## config.mk

```make
export PLATFORM = sky130hd
export DESIGN_NAME = keypad_scanner
export DESIGN_NICKNAME = d
export VERILOG_FILES = /design/src/rtl/keypad_scanner.sv
export SDC_FILE = /design/constraint.sdc
export NUM_CORES = 1
export LEC_CHECK = 0
export CORE_MARGIN = 2
export CORE_UTILIZATION = 56
export DETAILED_ROUTE_END_ITERATION = 6
export GPL_TIMING_DRIVEN = 0
export PLACE_DENSITY = 0.76
export SKIP_CTS_REPAIR_TIMING = 1
export SLEW_MARGIN = 5
export SYNTH_ARGS = -nofsm -noshare
export SYNTH_HDL_FRONTEND = slang
export SYNTH_SLANG_ARGS = --single-unit
```

## constraint.sdc

```tcl
create_clock -name clk -period 4.5 [get_ports clk]
set_clock_uncertainty 0.05 [all_clocks]
set_input_delay 0.9 -clock clk [delete_from_list [all_inputs] [get_ports clk]]
set_output_delay 0.9 -clock clk [all_outputs]
set_load 0.005 [all_outputs]
```

## src/rtl/keypad_scanner.sv

```systemverilog
// 4x4 matrix keypad scanner: rotates an active-low column drive, samples the
// synchronized rows once per column dwell, and debounces whole-frame results.
module keypad_scanner #(
    parameter int SCAN_CYCLES   = 100000,
    parameter int STABLE_FRAMES = 5
) (
    input  logic       clk,
    input  logic       rst_n,
    input  logic [3:0] row_in,
    output logic [3:0] col_out,
    output logic [3:0] key_code,
    output logic       key_valid,
    output logic       key_held
);

    localparam int DW = (SCAN_CYCLES > 1) ? $clog2(SCAN_CYCLES) : 1;
    localparam int SW = (STABLE_FRAMES > 0) ? $clog2(STABLE_FRAMES + 1) : 1;
    localparam logic [DW-1:0] DWELL_LAST = DW'(SCAN_CYCLES - 1);
    localparam logic [SW-1:0] STAB_MAX   = SW'(STABLE_FRAMES);

    typedef enum logic [1:0] {CLS_NONE, CLS_ONE, CLS_MULTI} cls_e;
    typedef enum logic {IDLE, PRESSED} state_e;

    logic [3:0]    row_s1, row_s2;
    logic [DW-1:0] dwell;
    logic [1:0]    col;
    logic [1:0]    acc_cnt;   // low bits seen so far this frame, saturating at 2
    logic [3:0]    acc_code;
    cls_e          prev_cls;
    logic [3:0]    prev_code;
    logic [SW-1:0] stab;
    state_e        state, state_next;

    logic          dwell_end, frame_end;
    logic [3:0]    lows;
    logic [2:0]    n_low;
    logic [1:0]    row_idx;
    logic [1:0]    hit_cnt;
    logic [3:0]    hit_code;
    cls_e          frame_cls;
    logic [3:0]    frame_code;
    logic [SW-1:0] stab_next;
    logic          accept;

    function automatic logic [3:0] code_lut(input logic [1:0] c, input logic [1:0] r);
        case ({c, r})
            4'h0: code_lut = 4'h1;
            4'h1: code_lut = 4'h4;
            4'h2: code_lut = 4'h7;
            4'h3: code_lut = 4'h0;
            4'h4: code_lut = 4'h2;
            4'h5: code_lut = 4'h5;
            4'h6: code_lut = 4'h8;
            4'h7: code_lut = 4'hF;
            4'h8: code_lut = 4'h3;
            4'h9: code_lut = 4'h6;
            4'hA: code_lut = 4'h9;
            4'hB: code_lut = 4'hE;
            4'hC: code_lut = 4'hA;
            4'hD: code_lut = 4'hB;
            4'hE: code_lut = 4'hC;
            default: code_lut = 4'hD;
        endcase
    endfunction

    // Row synchronizer; idle (pulled-up) value is all ones.
    always_ff @(posedge clk or negedge rst_n) begin
        if (!rst_n) begin
            row_s1 <= 4'hF;
            row_s2 <= 4'hF;
        end else begin
            row_s1 <= row_in;
            row_s2 <= row_s1;
        end
    end

    assign dwell_end = (dwell == DWELL_LAST);
    assign frame_end = dwell_end && (col == 2'd3);
    assign lows      = ~row_s2;
    assign n_low     = 3'(lows[0]) + 3'(lows[1]) + 3'(lows[2]) + 3'(lows[3]);

    always_comb begin
        row_idx = 2'd0;
        for (int i = 3; i >= 0; i--)
            if (lows[i]) row_idx = 2'(i);
    end

    // Fold this column's sample into the running frame result.
    always_comb begin
        hit_cnt  = acc_cnt;
        hit_code = acc_code;
        if (n_low != 3'd0) begin
            if (acc_cnt == 2'd0 && n_low == 3'd1) begin
                hit_cnt  = 2'd1;
                hit_code = code_lut(col, row_idx);
            end else begin
                hit_cnt  = 2'd2;
            end
        end
    end

    always_comb begin
        frame_cls  = CLS_NONE;
        frame_code = 4'h0;
        if (hit_cnt == 2'd1) begin
            frame_cls  = CLS_ONE;
            frame_code = hit_code;
        end else if (hit_cnt != 2'd0) begin
            frame_cls  = CLS_MULTI;
        end
        if (frame_cls == prev_cls && frame_code == prev_code)
            stab_next = (stab >= STAB_MAX) ? STAB_MAX : SW'(stab + 1'b1);
        else
            stab_next = SW'(1);
    end

    // Column drive is a registered rotating zero so the pins never glitch.
    always_ff @(posedge clk or negedge rst_n) begin
        if (!rst_n) begin
            dwell   <= '0;
            col     <= 2'd0;
            col_out <= 4'b1110;
        end else if (dwell_end) begin
            dwell   <= '0;
            col     <= col + 2'd1;
            col_out <= {col_out[2:0], col_out[3]};
        end else begin
            dwell   <= dwell + 1'b1;
        end
    end

    always_ff @(posedge clk or negedge rst_n) begin
        if (!rst_n) begin
            acc_cnt   <= 2'd0;
            acc_code  <= 4'h0;
            prev_cls  <= CLS_NONE;
            prev_code <= 4'h0;
            stab      <= '0;
        end else if (frame_end) begin
            acc_cnt   <= 2'd0;
            acc_code  <= 4'h0;
            prev_cls  <= frame_cls;
            prev_code <= frame_code;
            stab      <= stab_next;
        end else if (dwell_end) begin
            acc_cnt   <= hit_cnt;
            acc_code  <= hit_code;
        end
    end

    always_ff @(posedge clk or negedge rst_n) begin
        if (!rst_n) state <= IDLE;
        else        state <= state_next;
    end

    // Only a fully debounced NONE leaves PRESSED; other keys are ignored until then.
    always_comb begin
        state_next = state;
        accept     = 1'b0;
        if (frame_end) begin
            case (state)
                IDLE: if (frame_cls == CLS_ONE && stab_next == STAB_MAX) begin
                    state_next = PRESSED;
                    accept     = 1'b1;
                end
                PRESSED: if (frame_cls == CLS_NONE && stab_next == STAB_MAX)
                    state_next = IDLE;
                default: state_next = IDLE;
            endcase
        end
    end

    always_ff @(posedge clk or negedge rst_n) begin
        if (!rst_n) begin
            key_code  <= 4'h0;
            key_valid <= 1'b0;
        end else begin
            key_valid <= accept;
            if (accept) key_code <= frame_code;
        end
    end

    assign key_held = (state == PRESSED);

endmodule
```

# After elaboration in Yosys (flattened, before gate mapping)
# Memories as Yosys holds them, arrays and structs flattened.
# Cells that the tools add are included.
totals:
  n_memories: 1
  mem_bits_ro: 64
  word_cells: 64
  output_inout_bits: 10
  regBits: 52
op_classes:
  magnitude_cmp: 1
  mux: 23
  n_eq_ne: 8
  bitwise_logic: 2
  n_addsub: 6
  reduce_logical: 10
mem_list:
  columns: ["memory", "words", "width", "read_ports", "rd_clocked_by_memory_dff", "wr", "line_no", "text"]
  rows:
  - ["(name not given)", 16, 4, 1, 0, 0, "46", "case ({c, r})"]
op_table:
  columns: ["op", "count"]
  rows:
  - ["2-bit two-way mux", 10]
  - ["4-bit two-way mux", 5]
  - ["17-bit by 1-bit adder with 17-bit output, second input constant", 1]
  - ["17-bit equality test, second input constant", 1]
  - ["17-bit two-way mux", 1]
  - ["3-bit two-way mux", 2]
  - ["1-bit logical AND", 5]
  - ["2-bit by 1-bit equality test with 1-bit output, second input constant", 2]
  - ["4-bit equality test", 1]
  - ["2-bit logical NOT", 2]
  - ["1-bit two-way mux", 4]
  - ["4-bit inverter", 1]
  - ["2-bit nonzero test", 2]
  - ["2-bit by 1-bit adder with 3-bit output", 1]
  - ["3-bit by 1-bit adder with 3-bit output", 1]
  - ["3-bit by 1-bit adder with 3-bit output, second input constant", 1]
  - ["3-bit by 1-bit equality test with 1-bit output, second input constant", 1]
  - ["3-bit equality test, second input constant", 1]
  - ["3-bit greater-or-equal comparator, second input constant", 1]
  - ["3-bit nonzero test", 1]
  - ["1-bit by 1-bit adder with 2-bit output", 1]
  - ["2-bit by 1-bit adder with 2-bit output, second input constant", 1]
  - ["2-bit equality test", 1]
  - ["2-bit equality test, second input constant", 1]
  - ["2 further kinds", 2]

# Depth between registers and ports, before layout
# Gate-level depths: netlist of the first run.
depth:
  depth_word: 19
  mapped_depth: 12

# Worst setup path after synthesis of the first run
# No wires, ideal clock.
synth_path:
  path_kind: "register to register"
  start: "register row_s2[0]"
  end: "register key_code[2]"
  setup_time_ns: 0.132
  slack_ns: 1.053
  path_stages_with_launch: 13
  arrival_time_ns: 3.265
  cell_sequence: "dfstp_2 > fa_1 > inv_1 > ha_1 > ha_1 > or3_1 > a21oi_1 > o31ai_4 > xor2_1 > nand4_2 > or4_1 > buf_2 > mux2i_1"
synth_via:
  elab_chain_cells: 19
  elab_cells_between_ends: 28
synth_rtl:
  columns: ["item", "line_no", "text"]
  rows:
  - ["from (decl)", "24", "logic [3:0] row_s1, row_s2;"]
  - ["from (signal assigned)", "73", "row_s2 <= row_s1;"]
  - ["4-bit inverter (*)", "79", "assign lows = ~row_s2;"]
  - ["1-bit by 1-bit adder with 2-bit output", "80", "assign n_low = 3'(lows[0]) + 3'(lows[1]) + 3'(lows[2]) + 3'(lows[3]);"]
  - ["2-bit by 1-bit adder with 3-bit output", "80", null]
  - ["3-bit by 1-bit adder with 3-bit output", "80", null]
  - ["3-bit by 1-bit equality test with 1-bit output", "93", "if (acc_cnt == 2'd0 && n_low == 3'd1) begin"]
  - ["1-bit logical AND", "93", null]
  - ["2-bit two-way mux", "93", null]
  - ["2-bit two-way mux", "92", "if (n_low != 3'd0) begin"]
  - ["[... 3 more ...]", null, null]
  - ["2-bit equality test", "111", "if (frame_cls == prev_cls && frame_code == prev_code)"]
  - ["1-bit logical AND", "111", null]
  - ["3-bit two-way mux", "111", null]
  - ["3-bit equality test", "162", "IDLE: if (frame_cls == CLS_ONE && stab_next == STAB_MAX) begin"]
  - ["1-bit logical AND", "162", null]
  - ["1-bit two-way mux", "162", null]
  - ["1-bit two-way mux", "161", "case (state)"]
  - ["1-bit two-way mux", "160", "if (frame_end) begin"]
  - ["to (signal assigned)", "179", "if (accept) key_code <= frame_code;"]
  - ["to (decl)", "11", "output logic [3:0] key_code,"]
# Every way passes the cells marked *; elsewhere a longest branch is shown, timed or not.
# A chain may end at the register's enable or synchronous reset.

# Worst setup path after layout of the first run
layout_path:
  start: "register row_s2[3]"
  end: "register key_code[2]"
layout_via:
  elab_chain_cells: 17
  elab_cells_between_ends: 29
layout_rtl:
  columns: ["item", "line_no", "text"]
  rows:
  - ["4-bit inverter (*)", "79", null]
  - ["2-bit two-way mux or 3-bit by 1-bit adder with 3-bit output (tied branches)", "85, 80", null]
  - ["2-bit two-way mux or 3-bit by 1-bit equality test with 1-bit output (tied branches)", "85, 93", null]
  - ["2-bit two-way mux or 1-bit logical AND (tied branches)", "85, 93", null]
  - ["2-bit two-way mux (on tied branches)", "85, 93", null]
  - ["memory read 16 x 4 bit or 2-bit two-way mux (tied branches)", null, null]
  - ["4-bit two-way mux or 2-bit nonzero test (tied branches)", "93, 108", null]
  - ["4-bit two-way mux or 2-bit two-way mux (tied branches)", "92, 108", null]
  - ["4-bit two-way mux or 2-bit two-way mux (tied branches)", "105", "if (hit_cnt == 2'd1) begin"]
  - ["4-bit equality test or 2-bit equality test (tied branches)", "111", null]
  - ["1-bit logical AND", "111", null]
  - ["3-bit two-way mux", "111", null]
  - ["3-bit equality test", "162", null]
  - ["1-bit logical AND", "162", null]
  - ["1-bit two-way mux", "162", null]
  - ["1-bit two-way mux", "161", null]
  - ["1-bit two-way mux", "160", null]
# Marks and branches as above.

==> impl_metrics.csv, run 1 <==
group,metric,value,unit
global_routing,grt_max_degree,32,
cts,cts_root_buf,"clkbuf_8",
timing,tightest_slew,737.1,ps
pwr,power_density,272.7,nW/um^2
global_routing,gr-total-overflow,0,
detailed_routing,wl_per_cell,13.94,um
placed_design,dp.cells,337,
cts,clockBufferDepth,2,
floorplanning,die_width,73.71,um
detailed_routing,drt.antenna.violating_nets,0,
detailed_routing,post-route-drc-count,0,
detailed_routing,drt_iter0_markers,125,
detailed_routing,wl_met3,144,um
floorplanning,die_h,73.71,um
cells_and_area,antenna_cells,0,
timing,slew_viol_final,0,
setup_path,critPathKind,"reg2reg",
global_routing,grt_use_total,20.02,%
pwr,p_comb_share,11.8,%
yosys,synth_edf_count,0,
cts,worstSkewPairLatency,300,ps
floorplanning,rows,25,
setup_path,arrival,3820,ps
floorplanning,io_pins,16,
pwr,p_leak,1.302,nW
cts,htreeDepth,2,
yosys,synth.ff_latch_count,52,
yosys,synthTopCellsByCount,"41 x dfrtp_1, 27 x nand2_1, 25 x nor2_1",
placed_design,portBuffers,15,
cts,cts_sinks,52,
placed_design,post-place-ws,775.3,ps
yosys,synth_most_common_cell,"dfrtp_1",
flow_run,drv_cap,0,
detailed_routing,vias_per_cell,5.643,
yosys,synth-async-reset-ratio,100.0,%
pwr,pwr-share-clk,30.5,%
floorplanning,fp.dieArea,5433,um^2
pwr,swShare,25.23,%
setup_path,critPathCaptureType,"register",
yosys,yosysSeqAreaShare,48.32,%
yosys,syn_avg_cell_area,10.19,um^2
cts,cts_tree,"done",
outcome,outcome,"finished, final reports clean",
setup_path,critPathRequiredTime,4630,ps
yosys,synth_fp_nets,282,
yosys,synthTopCellsByArea,"dfrtp_1 38%, dfstp_2 11%, nand2_1 3.7%",
detailed_routing,first_pass_iters,4,
cells_and_area,finalNonFillerCells,345,
pwr,p_seq_share,57.7,%
pwr,p_int,0.6188,mW
yosys,synth_top_area_share,37.70,%
hold_path,hold_path_class,"reg2reg",
timing,max_freq,271.3,MHz
cells_and_area,syn_to_final_growth,11.54,%
setup_path,start_kind,"register",
pwr,p_sw,0.2088,mW
detailed_routing,drt-met1-wl,2266,um
timing,finalHoldViolCount,0,
timing,finalCritPeriodShare,81.91,%
floorplanning,start_util,58.00,%
yosys,yosysTopAreaCell,"dfrtp_1",
timing,setup-tns-final,0,ps
cells_and_area,final_layout_size_suffix_gt1_share,12.37,%
placed_design,dpl-instance-area,2954,um^2
yosys,synth.distinct_cells,56,
cells_and_area,nets,305,
floorplanning,design.core.area,4692,um^2
detailed_routing,top_layer,"met4",
yosys,synth_cells,267,
cts,numCtsBuffers,5,
setup_path,cp_max_fo,8,
detailed_routing,num_vias,1947,
placed_design,hpwlAfterDp,3594,um
yosys,synth_warnings,0,
yosys,synth-main-ff-cell,"dfrtp_1",
timing,worst_slack,814.1,ps
yosys,syn_area,2721,um^2
placed_design,place_congestion,0.8119,
timing,finalCriticalPeriod,3686,ps
pwr,finalPower,0.8277,mW
cells_and_area,fin_area,3035,um^2
global_routing,antenna_found_initial,0,
timing,setup_viol,0,
detailed_routing,wirelength,4811,um
timing,max-slew-margin-rel,50.73,%
cts,clk_pin_slew,80,ps
detailed_routing,met2_length,2350,um
pwr,peakVddDrop,202.2,uV
global_routing,grt_pass1_wl,8355,um
timing,rsz0062_at_grt,"false",
global_routing,grt_pass1_vias,1861,
==> critical path, cell delays in order, from the launching register on <==
cell and delay, ps:
dfstp_2 600, fa_1 430, inv_1 70, ha_1 130, ha_1 280, nor3_4 400
nand2_4 130, o31a_1 370, xnor2_1 160, nand2b_1 190, or4_1 470, buf_2 170
mux2i_1 120
==> per-layer routing <==
metal / global-route usage, % / vias to the layer above
met5: 0 / -
met4: 8.283 / 0
met3: 4.252 / 4
met2: 32.54 / 26
met1: 25.93 / 936
li1: - / 981
==> path summary, 6_finish.rpt <==
path,end,slack (ps),startpoint,depth (start not counted)
hold reg to reg,row_s2[0]$_DFF_PN1_,310,row_s1[0]$_DFF_PN1_,0
hold / removal,row_s2[0]$_DFF_PN1_,310,row_s1[0]$_DFF_PN1_,0
setup reg to reg,key_code[2]$_DFFE_PN0P_,810,row_s2[3]$_DFF_PN1_,12
setup / recovery,key_code[2]$_DFFE_PN0P_,810,row_s2[3]$_DFF_PN1_,12
max in group asynchronous,row_s2[2]$_DFF_PN1_,3270,rst_n,2
min in group asynchronous,key_held$_DFFE_PN0P_,510,rst_n,1
==> logic make-up after synthesis <==
| logic type | Yosys count | synth area share (%) |
|---|---|---|
| AO/OA/AOI/OAI | 40 | 10.71 |
| flip-flops | 52 | 48.32 |
| AND/OR/NAND/NOR | 115 | 22.53 |
| adder cells (fa/ha/maj) | 9 | 4.414 |
| XOR/XNOR | 20 | 6.437 |
| buffers and inverters | 19 | 2.850 |
| multiplexers | 12 | 4.735 |
==> metrics by stage <==
step | util (%) | hold WS [ps]
after CTS | 64.69 | 310.0
after global placement | 62.64 | 295.3
after detailed placement | 62.96 | 296.9
after global routing | 64.69 | 313.3
final | 64.69 | 307.8
after floorplan | - | 295.2
==> power groups by stage <==
stage | Combinational (mW) | Sequential, mW | Clock, mW
2_1_floorplan | 0.0668 | 0.486 | 0
3_3_place_gp | 0.0941 | 0.486 | 0
3_5_place_dp | 0.0978 | 0.487 | 0
4_1_cts | 0.0980 | 0.478 | 0.268
5_1_grt | 0.109 | 0.478 | 0.288
6_report | 0.0973 | 0.478 | 0.253
==> cell usage in the layout, fill, tap and decap left out, drive strengths merged, types with 2 or more instances in the layout <==
cell           count
mux2               7
mux2i              5
a31oi              4
nor2b              9
or3                4
or2                2
and2               4
ha                 8
dfrtp             41
nand2b             6
nand3              9
nand4              3
nand3b             2
a21oi              5
clkdlybuf4s50     14
xnor2             11
nor3               9
o21ai             16
buf                5
nor4               6
a2111oi            3
nor2              25
inv               13
nand2             28
dfstp             11
clkbuf            10
xor2               9
and3               2
a311oi             2
or4                2
o31ai              2
==> area by class of cell <==
type,count,area (um^2)
plain buffers,6,28.78
clock inverters,1,5.005
repair buffers,16,165.2
well taps,54,67.56
flip-flops and latches,52,1315
inverters,13,48.80
clock buffers,7,76.32
fillers,380,1657
multi-input cells,196,1329
==> registers in the layout, summed over array words and instances (netlist names), 3 cells and up <==
name,flops
dwell,17
acc_code,4
col_out,4
key_code,4
prev_code,4
row_s1,4
row_s2,4
stab,3
Power figures use the tool's default switching activity.
==> run 2, diff against run 1 <==
Clock period 4.5 ns to 3.5 ns, I/O delays scaled along.
==> run 2 against run 1 <==
  * Highest routed layer unchanged
  * Critical path depth unchanged
  * Critical endpoint unchanged
  * Core utilization up 3.7 points
  * Register-to-register slack worse by 740 ps
  * Via count up 5.4%
  * Largest cell class unchanged
  * Routed wire length up 7.9%
==> impl_metrics.csv, run 2 (synthesized netlist as in run 1, its figures left out) <==
group,metric,value,unit
global_routing,grt_pass1_vias,1861,
floorplanning,rows,25,
detailed_routing,wl_per_cell,14.63,um
floorplanning,die_width,73.71,um
setup_path,start_kind,"register",
cells_and_area,final_layout_size_suffix_gt1_share,19.60,%
timing,worst_slack,70.45,ps
timing,tightest_slew,541.2,ps
cells_and_area,antenna_cells,0,
setup_path,critPathSlowestCell,"dfstp_2",
cts,cts_sinks,52,
timing,finalCritPeriodShare,97.99,%
cells_and_area,fin_util,68.35,%
detailed_routing,wirelength,5192,um
outcome,outcome,"finished, final reports clean",
cts,worstSkewPairLatency,310,ps
detailed_routing,drt_iter0_markers,113,
floorplanning,design.core.area,4692,um^2
placed_design,portBuffers,15,
floorplanning,fp.dieArea,5433,um^2
hold_path,hold_path_class,"in2async",
cells_and_area,regMostFlops,"dwell",
cells_and_area,nets,315,
global_routing,gr-total-overflow,0,
pwr,peakVddDrop,270.9,uV
pwr,p_leak,1.359,nW
cts,clockBufferDepth,2,
timing,max-slew-margin-rel,63.67,%
timing,finalHoldViolCount,0,
cells_and_area,final_common_cell,"dfrtp_1",
setup_path,cp_cell_sequence,"fa_1, inv_2, ha_4, ha_4, nor3_4, nand2_4, o31ai_4, xor2_1, nand4_2, or4_4, buf_6, mux2i_1",
setup_path,critPathKind,"reg2reg",
detailed_routing,vias_per_cell,5.780,
cells_and_area,syn_to_final_growth,17.84,%
setup_path,cp_max_fo,7,
detailed_routing,drt.antenna.violating_nets,0,
timing,slew_viol_final,0,
floorplanning,io_pins,16,
global_routing,grt_max_degree,32,
detailed_routing,post-route-drc-count,0,
timing,max_freq,291.6,MHz
setup_path,cp_slowest_stage_delay,570,ps
cts,cts_root_buf,"clkbuf_8",
setup_path,critPathCaptureType,"register",
placed_design,dp.cells,337,
setup_path,crit_buf_inv,2,
floorplanning,die_h,73.71,um
global_routing,grt_pass1_wl,8355,um
pwr,power_density,347.6,nW/um^2
detailed_routing,num_vias,2052,
floorplanning,start_util,58.00,%
cts,cts_tree,"done",
setup_path,arrival,3560,ps
cts,clk_pin_slew,90,ps
flow_run,drv_cap,0,
placed_design,post-place-ws,-224.7,ps
placed_design,place_congestion,0.8119,
global_routing,antenna_found_initial,0,
timing,setup_viol,0,
pwr,finalPower,1.115,mW
setup_path,crit_family,"simple AND/OR/NAND/NOR gates",
setup_path,crit_top_cell,"ha_4",
cells_and_area,largest_register_ffs,17,
cells_and_area,finalNonFillerCells,355,
cells_and_area,most-common-layout-cells,"41 x dfrtp_1, 27 x nand2_1, 25 x nor2_1, 14 x clkdlybuf4s50_1, 13 x o21ai_0",
setup_path,critPathRequiredTime,3630,ps
timing,setup-tns-final,0,ps
timing,finalCriticalPeriod,3430,ps
global_routing,grt_use_total,20.02,%
cts,htreeDepth,2,
placed_design,hpwlAfterDp,3594,um
cts,numCtsBuffers,5,
detailed_routing,first_pass_iters,4,
## run 2: layout make-up
cell class	count	area [um^2]
Sequential cell	52	1315
Clock inverter	1	5.005
Timing Repair Buffer	26	240.2
Buffer	6	35.03
Fill cell	360	1485
Clock buffer	7	76.32
Multi-Input combinational cell	196	1419
Tap cell	54	67.56
Inverter	13	48.80
## run 2: worst register-to-register path: cells and delay by family (launching register included)
family / cells / cell delay (ps)
AOI/OAI and AO/OA: 1 / 250
xor gates and xnor gates: 1 / 200
adders and majority gates: 3 / 770
buffers and inverters: 2 / 230
DFF: 1 / 570
muxes: 1 / 110
and+or+nand+nor: 4 / 1140
## run 2: path summary, 6_finish.rpt
kind	cells past startpoint	to	slack [ps]	from
min in group clk	0	row_s2[0]$_DFF_PN1_	310	row_s1[0]$_DFF_PN1_
max in group asynchronous	2	row_s2[2]$_DFF_PN1_	2470	rst_n
hold reg to reg	0	row_s2[0]$_DFF_PN1_	310	row_s1[0]$_DFF_PN1_
setup / recovery	12	key_code[2]$_DFFE_PN0P_	70	row_s2[1]$_DFF_PN1_
setup reg to reg	12	key_code[2]$_DFFE_PN0P_	70	row_s2[1]$_DFF_PN1_
hold / removal	1	key_held$_DFFE_PN0P_	310	rst_n
## run 2: metrics by stage
step / instance area (um^2) / hold WS (ps)
floorplan: 2721 / 295.2
global placement: 2939 / 295.3
detailed placement: 2954 / 296.9
CTS: 3035 / 310.0
global route: 3207 / 313.3
finish: 3207 / 306.4
## run 2: power breakdown
group          internal (mW)  switching (mW)
Combinational         0.0747          0.0982
Sequential             0.609         0.00360
Clock                  0.141           0.188
## run 2: routing by layer
metal | track usage (%) | vias up | routed length [um]
met4 | 8.283 | 0 | 93
li1 | - | 1000 | -
met1 | 25.93 | 1004 | 2355
met5 | 0 | - | 0
met3 | 4.252 | 10 | 141
met2 | 32.54 | 38 | 2602
